===== src/rtl/minibyte_periph.sv =====
// minibyte_periph: an 8-byte memory-mapped window on the minibyte CPU bus.
// It holds a GPIO output latch, a synchronised GPIO input and an 8-bit timer
// with a reloadable prescaler, sticky MATCH/OVF flags and a level irq.
`timescale 1ns/1ps
module minibyte_periph #(
  parameter logic [7:0] BASE_ADDR   = 8'hF8,
  parameter int         SYNC_STAGES = 2
) (
  input  logic       clk_in,
  input  logic       rst_in,
  input  logic [7:0] addr_in,
  input  logic [7:0] data_in,
  input  logic       we_in,
  output logic       sel_out,
  output logic [7:0] rd_data_out,
  input  logic [7:0] gpio_in,
  output logic [7:0] gpio_out,
  output logic       irq_out
);

  // Register state
  logic [SYNC_STAGES-1:0][7:0] sync_q;
  logic [7:0] gpio_q, cnt_q, cmp_q, pre_q, pc_q;
  logic [3:0] ctl_q;
  logic       match_q, ovf_q, irq_q;

  // Next-state values
  logic [7:0] gpio_d, cnt_d, cmp_d, pre_d, pc_d;
  logic [3:0] ctl_d;
  logic       match_d, ovf_d, irq_d;

  // Decode helpers
  logic [2:0] off;
  logic       wr_hit;
  logic       run, tick, tmr_tick, hit, set_match, set_ovf;

  assign sel_out = (addr_in[7:3] == BASE_ADDR[7:3]);
  assign off     = addr_in[2:0];
  assign wr_hit  = we_in & sel_out;

  assign gpio_out = gpio_q;
  assign irq_out  = irq_q;

  // Combinational read mux; anything outside the window reads as zero
  always_comb begin
    rd_data_out = 8'h00;
    if (sel_out) begin
      case (off)
        3'd0:    rd_data_out = gpio_q;
        3'd1:    rd_data_out = sync_q[SYNC_STAGES-1];
        3'd2:    rd_data_out = cnt_q;
        3'd3:    rd_data_out = cmp_q;
        3'd4:    rd_data_out = pre_q;
        3'd5:    rd_data_out = {4'h0, ctl_q};
        3'd6:    rd_data_out = {6'h00, ovf_q, match_q};
        default: rd_data_out = 8'h00;
      endcase
    end
  end

  // Next-state logic: CPU writes, prescaler, timer and sticky flags
  always_comb begin
    gpio_d = (wr_hit && off == 3'd0) ? data_in : gpio_q;
    cmp_d  = (wr_hit && off == 3'd3) ? data_in : cmp_q;
    pre_d  = (wr_hit && off == 3'd4) ? data_in : pre_q;
    ctl_d  = (wr_hit && off == 3'd5) ? data_in[3:0] : ctl_q;

    // A write clearing EN kills a tick due on the same edge; enabling only
    // starts counting from the following edge (pc was held at PRE).
    run  = ctl_q[0] & ctl_d[0];
    tick = run & (pc_q == 8'h00);

    if (wr_hit && off == 3'd4)  pc_d = data_in;
    else if (!run)              pc_d = pre_q;
    else if (pc_q == 8'h00)     pc_d = pre_q;
    else                        pc_d = pc_q - 8'd1;

    // A CPU write to the count swallows a coincident tick entirely
    tmr_tick  = tick & ~(wr_hit && off == 3'd2);
    hit       = (cnt_q == cmp_q);
    set_match = tmr_tick & hit;
    set_ovf   = tmr_tick & ~(hit & ctl_q[1]) & (cnt_q == 8'hFF);

    if (wr_hit && off == 3'd2)       cnt_d = data_in;
    else if (tmr_tick && hit && ctl_q[1]) cnt_d = 8'h00;
    else if (tmr_tick)               cnt_d = cnt_q + 8'd1;
    else                             cnt_d = cnt_q;

    // Hardware set beats a simultaneous write-one-to-clear
    match_d = (match_q & ~(wr_hit && off == 3'd6 && data_in[0])) | set_match;
    ovf_d   = (ovf_q   & ~(wr_hit && off == 3'd6 && data_in[1])) | set_ovf;

    irq_d = (match_d & ctl_d[2]) | (ovf_d & ctl_d[3]);
  end

  // Register bank with asynchronous reset
  always_ff @(posedge clk_in or posedge rst_in) begin
    if (rst_in) begin
      gpio_q  <= 8'h00;
      cnt_q   <= 8'h00;
      cmp_q   <= 8'hFF;
      pre_q   <= 8'h00;
      pc_q    <= 8'h00;
      ctl_q   <= 4'h0;
      match_q <= 1'b0;
      ovf_q   <= 1'b0;
      irq_q   <= 1'b0;
    end else begin
      gpio_q  <= gpio_d;
      cnt_q   <= cnt_d;
      cmp_q   <= cmp_d;
      pre_q   <= pre_d;
      pc_q    <= pc_d;
      ctl_q   <= ctl_d;
      match_q <= match_d;
      ovf_q   <= ovf_d;
      irq_q   <= irq_d;
    end
  end

  // GPIO input synchroniser chain, stage 0 samples the pins
  always_ff @(posedge clk_in or posedge rst_in) begin
    if (rst_in) sync_q <= '0;
    else        sync_q <= {sync_q[SYNC_STAGES-2:0], gpio_in};
  end

endmodule

===== config.mk =====
export PLATFORM = sky130hd
export DESIGN_NAME = minibyte_periph
export DESIGN_NICKNAME = d
export VERILOG_FILES = /design/src/rtl/minibyte_periph.sv
export SDC_FILE = /design/constraint.sdc
export NUM_CORES = 1
export LEC_CHECK = 0
export ABC_CLOCK_PERIOD_IN_PS = 4000
export CORE_MARGIN = 4
export CORE_UTILIZATION = 35
export DETAILED_ROUTE_END_ITERATION = 8
export MAX_ROUTING_LAYER = met4
export PLACE_DENSITY = 0.55
export SLEW_MARGIN = 20
export SYNTH_ARGS = -nofsm -noshare
export SYNTH_HDL_FRONTEND = slang
export SYNTH_SLANG_ARGS = --single-unit

===== constraint.sdc =====
create_clock -name clk_in -period 4 [get_ports clk_in]
set_input_delay 0.8 -clock clk_in [delete_from_list [all_inputs] [get_ports clk_in]]
set_output_delay 0.8 -clock clk_in [all_outputs]
set_load 0.05 [all_outputs]

# Word-level counts from Yosys, hierarchy flattened
# Cells that the tools add are included.
dict set report classes {
  n_addsub 2
  n_eq_ne 9
  n_mux 9
  bitwise_logic 19
  n_reduce_logical 13
}
# operator count
set ops {}
lappend ops {{two-way mux 8 bit} 7}
lappend ops {{case mux 8 bit (7 select lines)} 1}
lappend ops {{bitwise AND 1 bit} 12}
lappend ops {{logical AND 1 bit} 10}
lappend ops {{== test 3 bit (second input constant)} 3}
lappend ops {{adder 8 x 1 -> 8 bit (second input constant)} 1}
lappend ops {{== test 8 bit} 1}
lappend ops {{== test 8 bit (second input constant)} 1}
lappend ops {{zero test 8 bit} 1}
lappend ops {{subtractor 8 x 1 -> 8 bit (second input constant)} 1}
lappend ops {{== test 3 x 2 -> 1 bit (second input constant)} 2}
lappend ops {{== test 5 bit (second input constant)} 1}
lappend ops {{two-way mux 4 bit} 1}
lappend ops {{NOT 1 bit} 4}
lappend ops {{== test 3 x 1 -> 1 bit (second input constant)} 1}
lappend ops {{zero test 3 bit} 1}
lappend ops {{OR 1 bit} 3}
lappend ops {{nonzero test 3 bit} 1}
dict set report word_totals {
  reg_bits 63
  out_inout_bits 18
}

# Logic depth before layout (Yosys ltp)
# Gate-level depths: netlist of the first run.
dict set report logic_depth {
  word_depth 12
  mapped_depth 7
}

# Least setup slack after synthesis of the first run
# No wires, ideal clock.
dict set report synth_timing {
  path_kind {input to output}
  from {in addr_in[4]}
  to {out rd_data_out[2]}
  arrival_ps 2793
  setup_slack_ps 407
  cell_stages 5
  n_path_buf 1
  path_cell_list {and3_4 > and3_1 > buf_2 > nand2_1 > a211oi_1}
}
dict set report synth_between {
  elab_chain_len 2
}
# element line_no
set synth_rtl {}
lappend synth_rtl {{start, declared} 11} ;# input logic [7:0] addr_in,
lappend synth_rtl {{== test 5 bit} 37} ;# assign sel_out = (addr_in[7:3] == BASE_ADDR[7:3]);
lappend synth_rtl {{via sel_out} 14} ;# output logic sel_out,
lappend synth_rtl {{two-way mux 8 bit} 47} ;# if (sel_out) begin
lappend synth_rtl {{end, declared} 15} ;# output logic [7:0] rd_data_out,
# The timed path passes the listed nets, and every way through them passes these cells.

# Worst setup path after layout of the first run
dict set report layout_timing {
  from {in addr_in[1]}
  to {out rd_data_out[1]}
}
dict set report layout_between {
  elab_chain_len 3
}
# element line_no
set layout_rtl {}
lappend layout_rtl {{== test 3 bit, or another cell as far along} 48} ;# case (off)
lappend layout_rtl {{case mux 8 bit (7 select lines) *} 48}
lappend layout_rtl {{two-way mux 8 bit *} 47}
# Mark *: on every way between the ends. The rest lies on a longest branch, timed or not.

==> impl_metrics.env, run 1 <==
export IMPL_final_common_cell="dfrtp_1"
export IMPL_worstHoldPathType="flop to flop"
export IMPL_synth_nets=339
export IMPL_ios=45
export IMPL_synth_distinct_cells=46
export IMPL_critPathLaunchType="input pin"
export IMPL_cts_setup_buffers=0
export IMPL_cts_buffers=9
export IMPL_worstPathMaxFanout=11
export IMPL_worst_skew_pair_late_latency_ps=350
export IMPL_final_cell_mix="dfrtp_1, clkdlybuf4s50_1, nor2_1"
export IMPL_hold_start="sync_q[5]"
export IMPL_arrival_ps=2710
export IMPL_hold_buffers=0
export IMPL_yosysWarningCount=0
export IMPL_r2r_end="irq_out"
export IMPL_antenna_found_initial=0
export IMPL_dieArea_um2=10800
export IMPL_synth_edf_count=0
export IMPL_syn_area_um2=3220
export IMPL_grt_pass1_wl_um=13500
export IMPL_clk_pin_slew_worst_paths_ps=70
export IMPL_area_delta_synth_final_pct=25.9
export IMPL_gp_congestion=0.842
export IMPL_finalSetupTns_ps=0
export IMPL_async_flop_share_pct=100
export IMPL_grt_max_degree=36
export IMPL_grt_setup_unrepaired="false"
export IMPL_slowest_stage="clkdlybuf4s50_1"
export IMPL_avgSynthCellArea_um2=10.4
export IMPL_stdcell_count=468
export IMPL_min_to="sync_q[13]"
export IMPL_worstPathRequired_ps=3200
export IMPL_die_height_um=104
export IMPL_fin_util_pct=45.8
export IMPL_holdWs_ps=348
export IMPL_fmax_mhz=285
export IMPL_drt_iter0_drc=127
export IMPL_crit_type="input pin to primary output"
export IMPL_dp_cells=452
export IMPL_final_hold_violation_count=0
export IMPL_root_buffer="clkbuf_8"
export IMPL_drv_slew=0
export IMPL_worst_r2r_setup_slack_ps=1780
export IMPL_period_share_pct=87.7
export IMPL_min_path_cells=0
export IMPL_h_tree_depth=3
export IMPL_synth_cells=309
export IMPL_worstMarginPinSlew_ps=643
export IMPL_worstRegToRegCells=5
export IMPL_ys_seq_elements=63
export IMPL_status="complete, no violations"
export IMPL_die_x_um=104
export IMPL_grt_pass1_vias=2477
export IMPL_nets=385
export IMPL_critPathMaxStageDelay_ps=600
export IMPL_wl_per_cell_um=17.7
export IMPL_vdd_drop_max_mv=0.211
export IMPL_dpl_hpwl_um=6070
export IMPL_place_port_buffers=44
export IMPL_fp_row_count=34
export IMPL_rr_startpoint="cnt_q[4]"
export IMPL_end_kind="primary output"
export IMPL_route_detailed_drc=0
export IMPL_clock_sinks=63
export IMPL_drive_above_1_share_pct=19.4
export IMPL_coreArea_um2=8850
export IMPL_cts_buffer_depth=2
export IMPL_start_util_pct=36.4
export IMPL_routed_via_count=2472
export IMPL_grt_usage_pct=16.6
export IMPL_wl_um=8290
export IMPL_drt_pass1_iter_count=5
export IMPL_cp_cell_sequence="clkdlybuf4s50_1, inv_1, nand2_1, nor2_1, a21oi_1, a21oi_1, buf_12"
export IMPL_antenna_cells=0
export IMPL_powerDensity_nw_per_um2=367
export IMPL_p_leak_nw=1.75
export IMPL_synthFlopType="dfrtp_1"
export IMPL_post_cts_resized=0
export IMPL_cts_tree="built"
export IMPL_yosysSeqAreaShare_pct=49.2
export IMPL_skew_ps=11.2
export IMPL_setup_viol=0
export IMPL_viasPerCell=5.28
export IMPL_timing_slew_headroom_pct=57.1
export IMPL_period_needed_ps=3510
export IMPL_critical_path_most_common_cell="a21oi_1"
export IMPL_ant_nets=0
export IMPL_grt_overflow=0
export IMPL_max_cap_violations=0
registers in the layout, summed over array words and instances (netlist names):
register  cells
irq_out       1
pre_q         8
pc_q          8
match_q       1
cnt_q         8
ctl_q         4
sync_q       16
cmp_q         8
ovf_q         1
gpio_out      8
synthesized netlist by cell type, drive strengths merged (2+ instances only):
| cell | count | area share (%) |
|---|---|---|
| nand4b | 2 | 0.54 |
| a31oi | 11 | 2.1 |
| nor3 | 4 | 1.3 |
| nor4 | 3 | 1.7 |
| dfrtp | 55 | 43 |
| buf | 12 | 2.1 |
| xor2 | 10 | 2.7 |
| a41o | 2 | 0.62 |
| nor2b | 3 | 0.58 |
| a21oi | 14 | 2.2 |
| mux2 | 22 | 7.8 |
| and3b | 2 | 0.54 |
| a41oi | 2 | 0.54 |
| a21boi | 2 | 0.47 |
| nor2 | 29 | 3.4 |
| dfstp | 8 | 6.5 |
| ha | 3 | 1.2 |
| inv | 12 | 1.4 |
| xnor2 | 4 | 1.1 |
| clkbuf | 3 | 0.35 |
| mux2i | 14 | 4.3 |
| nand3 | 17 | 2.6 |
| nand2 | 29 | 3.5 |
| a22oi | 6 | 1.4 |
| and3 | 6 | 1.3 |
| o21ai | 22 | 3.5 |
report_power, final:
part / total, W / leakage (nW) / internal (W) / switching, W
Sequential: 0.000712 / 0.720 / 0.000677 / 0.0000355
Combinational: 0.000174 / 0.929 / 0.0000798 / 0.0000937
Clock: 0.000602 / 0.102 / 0.000349 / 0.000253
critical path, delay by kind of cell:
family          cells  cell delay, ps
compound gates      2             420
buf+inv             3            1000
simple gates        2             480
area by class of cell:
class	count	area (um2)
clock buffer	10	128
tap	108	135
inverter	12	45.0
sequential	63	1590
timing repair buffer	50	566
multi-input combinational	219	1510
clock inverter	6	85.1
fill	860	4790
metrics by stage:
stage / total power (W) / setup slack [ps] / area (um2)
finish: 0.00149 / 494 / 4060
global route: 0.00156 / 297 / 4060
CTS: 0.00151 / 508 / 4060
detailed placement: 0.000899 / 522 / 3840
global placement: 0.000897 / 562 / 3840
floorplan: 0.000820 / 407 / 3220
worst max-delay path by stage:
stage	slack, ps	to	start	cells past startpoint
floorplan	410	rd_data_out[2]	addr_in[4]	5
global placement	560	rd_data_out[2]	addr_in[1]	5
detailed placement	520	rd_data_out[1]	addr_in[1]	7
CTS	510	rd_data_out[1]	addr_in[1]	7
global route	300	rd_data_out[1]	addr_in[1]	7
finish	490	rd_data_out[1]	addr_in[1]	7
kinds of logic (layout without fill, tap and decap cells):
family / count (synthesis) / count (layout) / synth area share (%)
muxes: 37 / 37 / 12.9
AOI/OAI and AO/OA: 65 / 65 / 12.4
DFF: 63 / 63 / 49.2
and+or+nand+nor: 100 / 100 / 16.6
buffers and inverters: 27 / 78 / 3.88
adders and majority gates: 3 / 3 / 1.17
xor gates and xnor gates: 14 / 14 / 3.81
routing by layer:
layer | vias to the layer above | track usage, % | part of all wire [%]
li1 | 1185 | - | -
met4 | 0 | 4.84 | 0.92
met2 | 82 | 24.0 | 45
met5 | - | - | 0
met3 | 6 | 5.28 | 6.1
met1 | 1199 | 22.3 | 48
(Power assumes the default switching activity.)
==> run 2, diff against run 1 <==
ABC_CLOCK_PERIOD_IN_PS = 4450   (was 4000)
clock period = 4.45 ns   (was 4 ns; I/O delays follow)
==> impl_metrics.env, run 2 (same netlist as run 1, synthesis figures left out) <==
export IMPL_status="complete, no violations"
export IMPL_cts_buffers=9
export IMPL_critPathLaunchType="input pin"
export IMPL_area_delta_synth_final_pct=25.7
export IMPL_powerDensity_nw_per_um2=340
export IMPL_drive_above_1_share_pct=19.0
export IMPL_skew_ps=11.0
export IMPL_dieArea_um2=10800
export IMPL_worstRegToRegCells=5
export IMPL_period_needed_ps=3750
export IMPL_cp_cell_sequence="clkdlybuf4s50_1, buf_4, mux4_2, o211a_1, buf_4"
export IMPL_hold_start="sync_q[5]"
export IMPL_die_height_um=104
export IMPL_setup_viol=0
export IMPL_grt_setup_unrepaired="false"
export IMPL_worst_skew_pair_late_latency_ps=340
export IMPL_p_leak_nw=1.76
export IMPL_rr_startpoint="cnt_q[4]"
export IMPL_slowest_stage="clkdlybuf4s50_1"
export IMPL_hold_buffers=0
export IMPL_final_common_cell="dfrtp_1"
export IMPL_drt_iter0_drc=146
export IMPL_dp_cells=450
export IMPL_worstPathRequired_ps=3560
export IMPL_start_util_pct=36.4
export IMPL_worstMarginPinSlew_ps=854
export IMPL_route_detailed_drc=0
export IMPL_wl_um=8280
export IMPL_viasPerCell=5.29
export IMPL_crit_type="input pin to primary output"
export IMPL_post_cts_resized=0
export IMPL_drv_slew=0
export IMPL_grt_overflow=0
export IMPL_gp_congestion=0.842
export IMPL_max_cap_violations=0
export IMPL_vdd_drop_max_mv=0.150
export IMPL_final_hold_violation_count=0
export IMPL_die_x_um=104
export IMPL_h_tree_depth=3
export IMPL_cts_buffer_depth=2
export IMPL_period_share_pct=84.2
export IMPL_worst_r2r_setup_slack_ps=2210
export IMPL_path_buf_inv=3
export IMPL_critPathTopFamily="buffers and inverters"
export IMPL_end_kind="primary output"
export IMPL_critical_path_most_common_cell="buf_4"
export IMPL_nets=383
export IMPL_antenna_found_initial=0
export IMPL_placed_area_um2=3810
export IMPL_critPathMaxStageDelay_ps=690
export IMPL_grt_pass1_vias=2484
export IMPL_ios=45
export IMPL_stdcell_count=466
export IMPL_min_path_cells=0
export IMPL_fmax_mhz=267
export IMPL_cts_setup_buffers=0
export IMPL_final_cell_area_um2=4050
export IMPL_regMostFlops="sync_q"
export IMPL_layout_setup_ws_ps=705
export IMPL_root_buffer="clkbuf_8"
export IMPL_antenna_cells=0
export IMPL_clk_pin_slew_worst_paths_ps=60
export IMPL_routed_via_count=2463
export IMPL_drt_pass1_iter_count=4
export IMPL_grt_usage_pct=16.6
export IMPL_worstPathMaxFanout=15
export IMPL_largest_reg_flops=16
export IMPL_place_port_buffers=44
export IMPL_finalSetupTns_ps=0
export IMPL_final_cell_mix="dfrtp_1, clkdlybuf4s50_1, nor2_1"
export IMPL_min_to="sync_q[13]"
export IMPL_wl_per_cell_um=17.8
export IMPL_clock_sinks=63
export IMPL_arrival_ps=2860
export IMPL_dp_slack_ps=713
export IMPL_coreArea_um2=8850
export IMPL_grt_max_degree=40
export IMPL_r2r_end="irq_out"
export IMPL_worstHoldPathType="flop to flop"
export IMPL_ant_nets=0
export IMPL_cts_tree="built"
export IMPL_timing_slew_headroom_pct=43.0
export IMPL_dpl_hpwl_um=6000
export IMPL_grt_pass1_wl_um=13700
export IMPL_fp_row_count=34
==> run 2: changes by cell type in the layout (fill, tap and decap cells not counted) <==
cell        change
clkbuf_8        +3
clkinvlp_4      -2
clkinv_2        -1
buf_4           -1
buf_12          -1
==> run 2: layout make-up <==
cell class	instances	area [um2]
Clock buffer	13	169
Inverter	12	45.0
Multi-Input combinational cell	219	1510
Timing Repair Buffer	48	538
Tap cell	108	135
Fill cell	871	4800
Clock inverter	3	65.1
Sequential cell	63	1590
==> run 2: worst max-delay path by stage <==
stage / start / end / cells after the start
floorplan: addr_in[4] / rd_data_out[2] / 5
global placement: addr_in[2] / rd_data_out[0] / 5
detailed placement: addr_in[2] / rd_data_out[0] / 5
CTS: addr_in[2] / rd_data_out[0] / 5
global route: addr_in[1] / rd_data_out[1] / 7
finish: addr_in[2] / rd_data_out[0] / 5
==> run 2: worst reg2reg max path, delay by kind of cell (launching register included) <==
kind / cells / cell delay (ps)
and+or+nand+nor: 2 / 890
DFF: 1 / 470
AOI/OAI and AO/OA: 2 / 550
xor gates and xnor gates: 1 / 220
==> run 2: per-stage QoR <==
step,util [%],power (W),hold slack (ps)
after floorplan,-,0.000737,331
after global placement,43.1,0.000804,332
after detailed placement,43.1,0.000805,336
after CTS,45.8,0.00139,353
after global routing,45.8,0.00143,366
final,45.8,0.00138,352
==> run 2: where the power goes <==
part / total, W / leakage, nW / internal, W / switching [W]
Clock: 0.000582 / 0.120 / 0.000361 / 0.000221
Sequential: 0.000640 / 0.720 / 0.000608 / 0.0000318
Combinational: 0.000154 / 0.916 / 0.0000699 / 0.0000837
==> run 2: metal layers <==
| layer | GRT usage (%) | share of wire (%) | vias to the layer above |
|---|---|---|---|
| met1 | 22.5 | 48 | 1188 |
| met4 | 5.41 | 1.4 | 0 |
| li1 | - | - | 1191 |
| met5 | - | 0 | - |
| met2 | 24.0 | 45 | 70 |
| met3 | 4.53 | 5.1 | 14 |
==> run 3, diff against run 2 <==
ABC_CLOCK_PERIOD_IN_PS = 3570   (was 4450)
clock period = 3.57 ns   (was 4.45 ns; I/O delays follow)
==> impl_metrics.env, run 3 (same netlist as run 1, synthesis figures left out) <==
export IMPL_crit_type="input pin to primary output"
export IMPL_final_cell_mix="dfrtp_1, clkdlybuf4s50_1, nor2_1"
export IMPL_end_kind="primary output"
export IMPL_skew_ps=7.33
export IMPL_die_x_um=104
export IMPL_route_detailed_drc=0
export IMPL_worstPathRequired_ps=2860
export IMPL_cts_buffers=9
export IMPL_h_tree_depth=3
export IMPL_area_delta_synth_final_pct=25.4
export IMPL_drive_above_1_share_pct=19.9
export IMPL_clk_pin_slew_worst_paths_ps=60
export IMPL_gp_congestion=0.835
export IMPL_worstRegToRegCells=5
export IMPL_largest_reg_flops=16
export IMPL_wl_per_cell_um=17.8
export IMPL_dpl_hpwl_um=5940
export IMPL_setup_viol=0
export IMPL_clock_sinks=63
export IMPL_ios=45
export IMPL_grt_max_degree=64
export IMPL_hold_buffers=0
export IMPL_worst_skew_pair_late_latency_ps=340
export IMPL_final_common_cell="dfrtp_1"
export IMPL_drt_pass1_iter_count=5
export IMPL_p_leak_nw=1.76
export IMPL_start_util_pct=36.4
export IMPL_crit_path_start="addr_in[1]"
export IMPL_worst_r2r_setup_slack_ps=1320
export IMPL_cts_buffer_depth=2
export IMPL_powerDensity_nw_per_um2=402
export IMPL_arrival_ps=2600
export IMPL_die_height_um=104
export IMPL_post_cts_resized=0
export IMPL_grt_pass1_vias=2564
export IMPL_drv_slew=0
export IMPL_status="complete, no violations"
export IMPL_cts_setup_buffers=0
export IMPL_max_cap_violations=0
export IMPL_drt_iter0_drc=125
export IMPL_regMostFlops="sync_q"
export IMPL_grt_pass1_wl_um=13500
export IMPL_r2r_end="irq_out"
export IMPL_antenna_found_initial=0
export IMPL_worstHoldPathType="flop to flop"
export IMPL_critPathLaunchType="input pin"
export IMPL_dieArea_um2=10800
export IMPL_fp_row_count=34
export IMPL_wl_um=8370
export IMPL_fmax_mhz=302
export IMPL_vdd_drop_max_mv=0.217
export IMPL_routed_via_count=2491
export IMPL_worstPathMaxFanout=11
export IMPL_cts_tree="built"
export IMPL_finalSetupTns_ps=0
export IMPL_rr_startpoint="cnt_q[4]"
export IMPL_hold_start="sync_q[5]"
export IMPL_period_share_pct=92.9
export IMPL_grt_usage_pct=16.5
export IMPL_min_to="sync_q[13]"
export IMPL_fillers=856
export IMPL_grt_setup_unrepaired="false"
export IMPL_root_buffer="clkbuf_8"
export IMPL_ant_nets=0
export IMPL_grt_overflow=0
export IMPL_place_port_buffers=44
export IMPL_viasPerCell=5.31
export IMPL_nets=387
export IMPL_p_total_w=0.00162
export IMPL_worstMarginPinSlew_ps=799
export IMPL_antenna_cells=0
export IMPL_period_needed_ps=3320
export IMPL_timing_slew_headroom_pct=46.7
export IMPL_holdWs_ps=347
export IMPL_min_path_cells=0
export IMPL_final_hold_violation_count=0
export IMPL_coreArea_um2=8850
## run 3: cell count changes in the layout (fill, tap and decap cells not counted)
cell             change
bufinv_16            -1
clkbuf_8             -1
buf_4                +5
clkinvlp_4           +1
clkdlybuf4s50_1      -1
## run 3: metrics by stage
| stage | cells | utilization [%] | worst slack (ps) | instance area, um2 |
|---|---|---|---|---|
| after floorplan | 309 | - | 149 | 3220 |
| after global placement | 454 | 43.4 | 347 | 3840 |
| after detailed placement | 454 | 43.4 | 316 | 3840 |
| after CTS | 469 | 45.7 | 291 | 4040 |
| after global routing | 469 | 45.7 | 120 | 4040 |
| final | 469 | 45.7 | 254 | 4040 |
## run 3: worst max path at each step
stage | end | depth (start not counted)
6_report | rd_data_out[2] | 5
4_1_cts | rd_data_out[2] | 5
2_1_floorplan | rd_data_out[2] | 5
3_3_place_gp | rd_data_out[2] | 5
3_5_place_dp | rd_data_out[2] | 5
5_1_grt | rd_data_out[2] | 5
## run 3: report_power, final
| part | internal [W] | total (W) | leakage [nW] | switching, W |
|---|---|---|---|---|
| Combinational | 0.0000888 | 0.000195 | 0.937 | 0.000106 |
| Clock | 0.000356 | 0.000630 | 0.0985 | 0.000274 |
| Sequential | 0.000758 | 0.000798 | 0.720 | 0.0000396 |
| Total | 0.00120 | 0.00162 | 1.76 | 0.000420 |
## run 3: layout make-up
cell class	instances	area [um2]	area share (%)
inverter	12	45.0	1.11
clock buffer	12	155	3.84
timing repair buffer	52	566	14.0
sequential	63	1590	39.3
clock inverter	3	42.5	1.05
multi-input combinational	219	1510	37.4
tap	108	135	3.34
## run 3: critical path: stages
cell             delay (ps)
clkdlybuf4s50_1         720
nor2b_1                 390
a221oi_1                150
a211oi_1                430
buf_12                  200
## run 3: per-layer routing
| layer | vias up | GRT usage [%] | wire, um |
|---|---|---|---|
| met2 | 83 | 24.7 | 3830 |
| met1 | 1206 | 21.8 | 3980 |
| met5 | - | - | 0 |
| met4 | 0 | 4.56 | 74 |
| li1 | 1195 | - | - |
| met3 | 7 | 4.72 | 483 |
